### config.mk
export PLATFORM = sky130hd
export DESIGN_NAME = div_iter64_flat
export DESIGN_NICKNAME = d
export VERILOG_FILES = /design/src/rtl/div_iter64_if.sv /design/src/rtl/div_iter64.sv /design/src/flat_wrapper.sv
export SDC_FILE = /design/constraint.sdc
export NUM_CORES = 1
export LEC_CHECK = 0
export CORE_MARGIN = 8
export CORE_UTILIZATION = 25
export CTS_BUF_LIST = sky130_fd_sc_hd__clkbuf_4 sky130_fd_sc_hd__clkbuf_8
export CTS_CLUSTER_SIZE = 16
export DETAILED_ROUTE_END_ITERATION = 10
export HOLD_SLACK_MARGIN = 0.03
export PLACE_DENSITY_LB_ADDON = 0.05
export SYNTH_ARGS = -nofsm -noshare
export SYNTH_HDL_FRONTEND = slang
export SYNTH_SLANG_ARGS = --single-unit
### constraint.sdc
create_clock -name clk -period 7.8 [get_ports clk]
set_input_delay 1.56 -clock clk [delete_from_list [all_inputs] [get_ports clk]]
set_output_delay 1.56 -clock clk [all_outputs]
set_load 0.03 [all_outputs]
### src/rtl/div_iter64_if.sv
// Operand/result handshake bundle for the iterative divider.
// The master drives operands and consumes results; the slave is the divider.
interface div_iter64_if #(parameter int WIDTH = 64);
    logic             in_valid;
    logic             in_ready;
    logic             is_signed;
    logic [WIDTH-1:0] dividend;
    logic [WIDTH-1:0] divisor;
    logic             flush;
    logic             out_valid;
    logic             out_ready;
    logic [WIDTH-1:0] quotient;
    logic [WIDTH-1:0] remainder;

    modport master (
        output in_valid, is_signed, dividend, divisor, flush, out_ready,
        input  in_ready, out_valid, quotient, remainder
    );

    modport slave (
        input  in_valid, is_signed, dividend, divisor, flush, out_ready,
        output in_ready, out_valid, quotient, remainder
    );
endinterface

### src/rtl/div_iter64.sv
// Radix-2 restoring divider: one quotient bit per cycle on operand magnitudes,
// sign correction applied when the result is registered.
module div_iter64 #(
    parameter int WIDTH = 64
) (
    input  logic        clk,
    input  logic        rst_n,
    div_iter64_if.slave bus
);
    // state | meaning
    // IDLE  | ready for operands
    // BUSY  | one trial subtraction per cycle, counter counts down to 0
    // DONE  | signed result held until out_ready
    localparam int CW = $clog2(WIDTH);
    localparam logic [CW-1:0]    CNT_LAST = CW'(WIDTH - 1);
    localparam logic [WIDTH-1:0] MIN_VAL  = {1'b1, {(WIDTH-1){1'b0}}};

    typedef enum logic [1:0] {IDLE, BUSY, DONE} state_t;

    state_t           state, state_nxt;
    logic [CW-1:0]    cnt, cnt_nxt;
    logic [WIDTH-1:0] rem, rem_nxt;
    logic [WIDTH-1:0] quo, quo_nxt;
    logic [WIDTH-1:0] dsr, dsr_nxt;
    logic [WIDTH-1:0] quotient, quotient_nxt;
    logic [WIDTH-1:0] remainder, remainder_nxt;
    logic             q_neg, q_neg_nxt;
    logic             r_neg, r_neg_nxt;

    logic             accept;
    logic [WIDTH:0]   shifted;
    logic [WIDTH:0]   trial;
    logic             trial_ok;
    logic [WIDTH-1:0] rem_step, quo_step;
    logic [WIDTH-1:0] abs_a, abs_b;

    // quo starts out holding the dividend magnitude; its MSB feeds rem each step
    assign shifted  = {rem, quo[WIDTH-1]};
    assign trial    = shifted - {1'b0, dsr};
    assign trial_ok = ~trial[WIDTH];
    assign rem_step = trial_ok ? trial[WIDTH-1:0] : shifted[WIDTH-1:0];
    assign quo_step = {quo[WIDTH-2:0], trial_ok};

    assign abs_a = (bus.is_signed && bus.dividend[WIDTH-1]) ? -bus.dividend : bus.dividend;
    assign abs_b = (bus.is_signed && bus.divisor[WIDTH-1])  ? -bus.divisor  : bus.divisor;

    assign bus.in_ready  = (state == IDLE);
    assign bus.out_valid = (state == DONE);
    assign bus.quotient  = quotient;
    assign bus.remainder = remainder;
    assign accept        = bus.in_valid && bus.in_ready && !bus.flush;

    always_comb begin
        state_nxt     = state;
        cnt_nxt       = cnt;
        rem_nxt       = rem;
        quo_nxt       = quo;
        dsr_nxt       = dsr;
        q_neg_nxt     = q_neg;
        r_neg_nxt     = r_neg;
        quotient_nxt  = quotient;
        remainder_nxt = remainder;

        case (state)
            IDLE: begin
                if (accept) begin
                    if (bus.divisor == '0) begin
                        quotient_nxt  = '1;
                        remainder_nxt = bus.dividend;
                        state_nxt     = DONE;
                    end else if (bus.is_signed && bus.dividend == MIN_VAL && bus.divisor == '1) begin
                        quotient_nxt  = MIN_VAL;
                        remainder_nxt = '0;
                        state_nxt     = DONE;
                    end else begin
                        quo_nxt   = abs_a;
                        dsr_nxt   = abs_b;
                        rem_nxt   = '0;
                        q_neg_nxt = bus.is_signed && (bus.dividend[WIDTH-1] ^ bus.divisor[WIDTH-1]);
                        r_neg_nxt = bus.is_signed && bus.dividend[WIDTH-1];
                        cnt_nxt   = CNT_LAST;
                        state_nxt = BUSY;
                    end
                end
            end
            BUSY: begin
                rem_nxt = rem_step;
                quo_nxt = quo_step;
                if (cnt == '0) begin
                    quotient_nxt  = q_neg ? -quo_step : quo_step;
                    remainder_nxt = r_neg ? -rem_step : rem_step;
                    state_nxt     = DONE;
                end else begin
                    cnt_nxt = cnt - 1'b1;
                end
            end
            DONE: begin
                if (bus.out_ready) state_nxt = IDLE;
            end
            default: state_nxt = IDLE;
        endcase

        if (bus.flush) begin
            state_nxt = IDLE;
            cnt_nxt   = '0;
        end
    end

    always_ff @(posedge clk or negedge rst_n) begin
        if (!rst_n) begin
            state     <= IDLE;
            cnt       <= '0;
            rem       <= '0;
            quo       <= '0;
            dsr       <= '0;
            q_neg     <= 1'b0;
            r_neg     <= 1'b0;
            quotient  <= '0;
            remainder <= '0;
        end else begin
            state     <= state_nxt;
            cnt       <= cnt_nxt;
            rem       <= rem_nxt;
            quo       <= quo_nxt;
            dsr       <= dsr_nxt;
            q_neg     <= q_neg_nxt;
            r_neg     <= r_neg_nxt;
            quotient  <= quotient_nxt;
            remainder <= remainder_nxt;
        end
    end
endmodule

### src/flat_wrapper.sv
// flat-port wrapper written by rule: the top's interface ports become plain ports
module div_iter64_flat 
#(
    parameter int WIDTH = 64
)
  (clk, rst_n, bus_in_valid, bus_is_signed, bus_dividend, bus_divisor, bus_flush, bus_out_ready, bus_in_ready, bus_out_valid, bus_quotient, bus_remainder);
  div_iter64_if #(.WIDTH(WIDTH)) bus_i ();
  input  logic clk;
  input  logic rst_n;
  input wire logic [$bits(bus_i.in_valid)-1:0] bus_in_valid;
  input wire logic [$bits(bus_i.is_signed)-1:0] bus_is_signed;
  input wire logic [$bits(bus_i.dividend)-1:0] bus_dividend;
  input wire logic [$bits(bus_i.divisor)-1:0] bus_divisor;
  input wire logic [$bits(bus_i.flush)-1:0] bus_flush;
  input wire logic [$bits(bus_i.out_ready)-1:0] bus_out_ready;
  output wire logic [$bits(bus_i.in_ready)-1:0] bus_in_ready;
  output wire logic [$bits(bus_i.out_valid)-1:0] bus_out_valid;
  output wire logic [$bits(bus_i.quotient)-1:0] bus_quotient;
  output wire logic [$bits(bus_i.remainder)-1:0] bus_remainder;
  assign bus_i.in_valid = bus_in_valid;
  assign bus_i.is_signed = bus_is_signed;
  assign bus_i.dividend = bus_dividend;
  assign bus_i.divisor = bus_divisor;
  assign bus_i.flush = bus_flush;
  assign bus_i.out_ready = bus_out_ready;
  assign bus_in_ready = bus_i.in_ready;
  assign bus_out_valid = bus_i.out_valid;
  assign bus_quotient = bus_i.quotient;
  assign bus_remainder = bus_i.remainder;
  div_iter64 #(.WIDTH(WIDTH)) u_core (.clk(clk), .rst_n(rst_n), .bus(bus_i));
endmodule
==> out/results.ini <==
[synthesis]
ys.warnings.count=0
syn_avg_cell_area_um2=7.62
synth_nets=3625
ys_ff_latch=330
yosysMostFrequentCell=nor2_1
synthTopCellsByCount=nor2_1 (430), nand2_1 (404), o21ai_0 (370), dfrtp_1 (330), a21oi_1 (324)
syn_inst=3419
ys.flop_type=dfrtp_1
ys_types=97
synth.top_cell.area_share=0.317
syn_area_um2=26100
async_flop_share=1.00
synth-edff-count=0
synth_top_cell_by_area=dfrtp_1
yosys-top-cells-area=dfrtp_1 (32%), o21ai_0 (7.1%), a21oi_1 (6.2%), nor2_1 (6.2%), nand2_1 (5.8%)
ys_seq_area_frac=0.317

[worst_setup_path]
regToRegSetupSlack_ns=1.12
critical_path_class=in -> reg
arrival_ns=7.36
cp.required_ns=8.37
r2r_cells=23
cp_max_fo=64
reg2reg_from=u_core.rem[50]
critPathLaunchType=input pin
crit_path_end_kind=register
r2r_end=u_core.bus.remainder[60]

[detailed_routing]
post-route-drc-count=0
drtAntennaViolNets=0
firstDrtPassIters=6
wl_per_cell_um=24.0
drtIter0Drc=1771
wirelength_um=121000
routed-via-count=26400
vias_per_cell=5.25

[power_and_ir_drop]
p_leak_nw=12.5
ir_worst_vdd_mv=0.148
pwr_density_cell_nw_per_um2=254
total_power_mw=8.01

[timing]
hold_violations=0
rsz0062_at_grt=false
final_max_slew_viol_count=0
worst_pin_slew_ns=1.33
fin_tns_setup_ns=0
fin_crit_ns=6.79
hold_ws_ns=0.471
setup_viol=0
fmax_mhz=147
worst_slack_ns=1.01
finalCritPeriodShare=0.871
finClkSkew_ns=0.0442
max_slew_margin=0.113

[global_routing]
grt_pass1_vias=26300
grt_pass1_wl_um=179000
antenna_found_initial=8
overflow=0
grt_max_degree=145
track_usage=0.203

[placement]
port_buffers=263
place_congestion=0.881
hpwl_um=96400
dpl_worst_slack_ns=0.164
dpl-instance-area_um2=30100
place_inst=4912

[worst_hold_path]
hp-start=u_core.bus.quotient[52]
hold_path_depth=2
hold_path_end=u_core.bus.quotient[52]
hold_class=reg -> reg

[clock_network]
cts_resized=0
hold_buffers=0
cts_buffers=69
insertion_delay_ns=0.69
h-tree-depth=3
ctsRootBufferMaster=clkbuf_8
cts_tree=yes
clock-sinks=330
path_clk_slew_ns=0.06
cts_buffer_depth=3
post_cts_buffers=0

[finish]
syn_to_final_growth_pct=21.0
finalNonFillerCells=5031
drive_gt1_frac=0.0664
nFillCells=11300
design_area_um2=31500
final_core_util=0.305
layout.nets=3809

[floorplan]
coreArea_um2=103000
die_x_um=339
start_util=0.252
fp-row-count=118
die_h_um=339
die_area_um2=115000
num_io_pins=264

[run]
max_cap_violations=0

[run_status]
status=finished, final reports clean

==> registers in the layout, indices dropped and copies added (netlist names) <==
name                  flops
u_core.dsr               64
u_core.cnt                6
u_core.bus.remainder     64
u_core.r_neg              1
u_core.rem               64
u_core.quo               64
u_core.q_neg              1
u_core.state              2
u_core.bus.quotient      64
==> critical path, cell delays in order <==
cell and delay, ns:
clkdlybuf4s50_1 0.57, nor4_1 0.46, nand3b_1 0.18, nand2b_1 0.20, nor4b_1 0.70, nand3b_1 0.42, nor3_1 0.63, a31oi_1 0.44
o21bai_1 0.42, nand2b_4 0.46, nor2_1 0.81, nand2_1 0.17, mux2i_1 0.21, nor2_1 0.06
==> cells by family after synthesis <==
| family | synth area share |
|---|---|
| xor gates and xnor gates | 0.0901 |
| muxes | 0.0224 |
| AOI/OAI and AO/OA | 0.258 |
| DFF | 0.317 |
| adders and majority gates | 0.0349 |
| buffers and inverters | 0.0469 |
| and+or+nand+nor | 0.231 |
==> power by group <==
part / internal (mW) / switching, mW
sequential: 2.16 / 0.427
combinational: 1.29 / 2.14
clock: 1.14 / 0.847
total: 4.59 / 3.41
==> cell usage in the layout (no fill, tap or decap), drive strengths merged, types with 11 or more instances in the layout <==
cell and n:
nand2b 36, ha 71, xor2 131, a31oi 31
nor3 104, o21bai 13, or2 15, o21ai 386
o41ai 27, a21o 34, nor4 41, nand4 59
and2 20, inv 96, clkdlybuf4s50 262, a221oi 49
or3 47, nand3 49, o21a 23, nor2b 12
a211oi 27, clkbuf 104, xnor2 137, and3 17
a21oi 330, o31ai 55, mux2i 47, nand2 405
nor2 431, o211ai 16, dfrtp 330, buf 57
or4 25, a22o 11
==> metal layers <==
metal  up-vias  global-route usage  routed length, µm
met4         0              0.0551               2860
li1      12700                   -                  -
met3       132              0.0254               5410
met2       751               0.333              55800
met1     12800               0.279              56800
met5         -                   0                  0
==> final cells by class <==
class / instances / area (µm²) / area share
clock inverter: 11 / 146 / 0.00464
inverter: 94 / 353 / 0.0112
tap: 1380 / 1730 / 0.0547
antenna: 4 / 10.0 / 0.000317
timing repair buffer: 319 / 3110 / 0.0985
clock buffer: 104 / 1280 / 0.0406
sequential: 330 / 8260 / 0.262
multi-input combinational: 2789 / 16700 / 0.528
==> worst max path at each step <==
| stage | startpoint | to | slack, ns | cells after the start |
|---|---|---|---|---|
| after floorplan | u_core.quo[63] | u_core.bus.remainder[56] | 1.44 | 28 |
| final | bus_dividend[2] | u_core.bus.remainder[58] | 1.01 | 14 |
| after global placement | bus_dividend[12] | u_core.bus.remainder[62] | 0.23 | 14 |
| after CTS | bus_dividend[12] | u_core.bus.remainder[58] | 0.93 | 14 |
| after global routing | u_core.rem[53] | u_core.bus.remainder[38] | 0.60 | 24 |
| after detailed placement | bus_dividend[12] | u_core.bus.remainder[62] | 0.16 | 14 |
No activity file was read; power rests on OpenSTA's default activity.
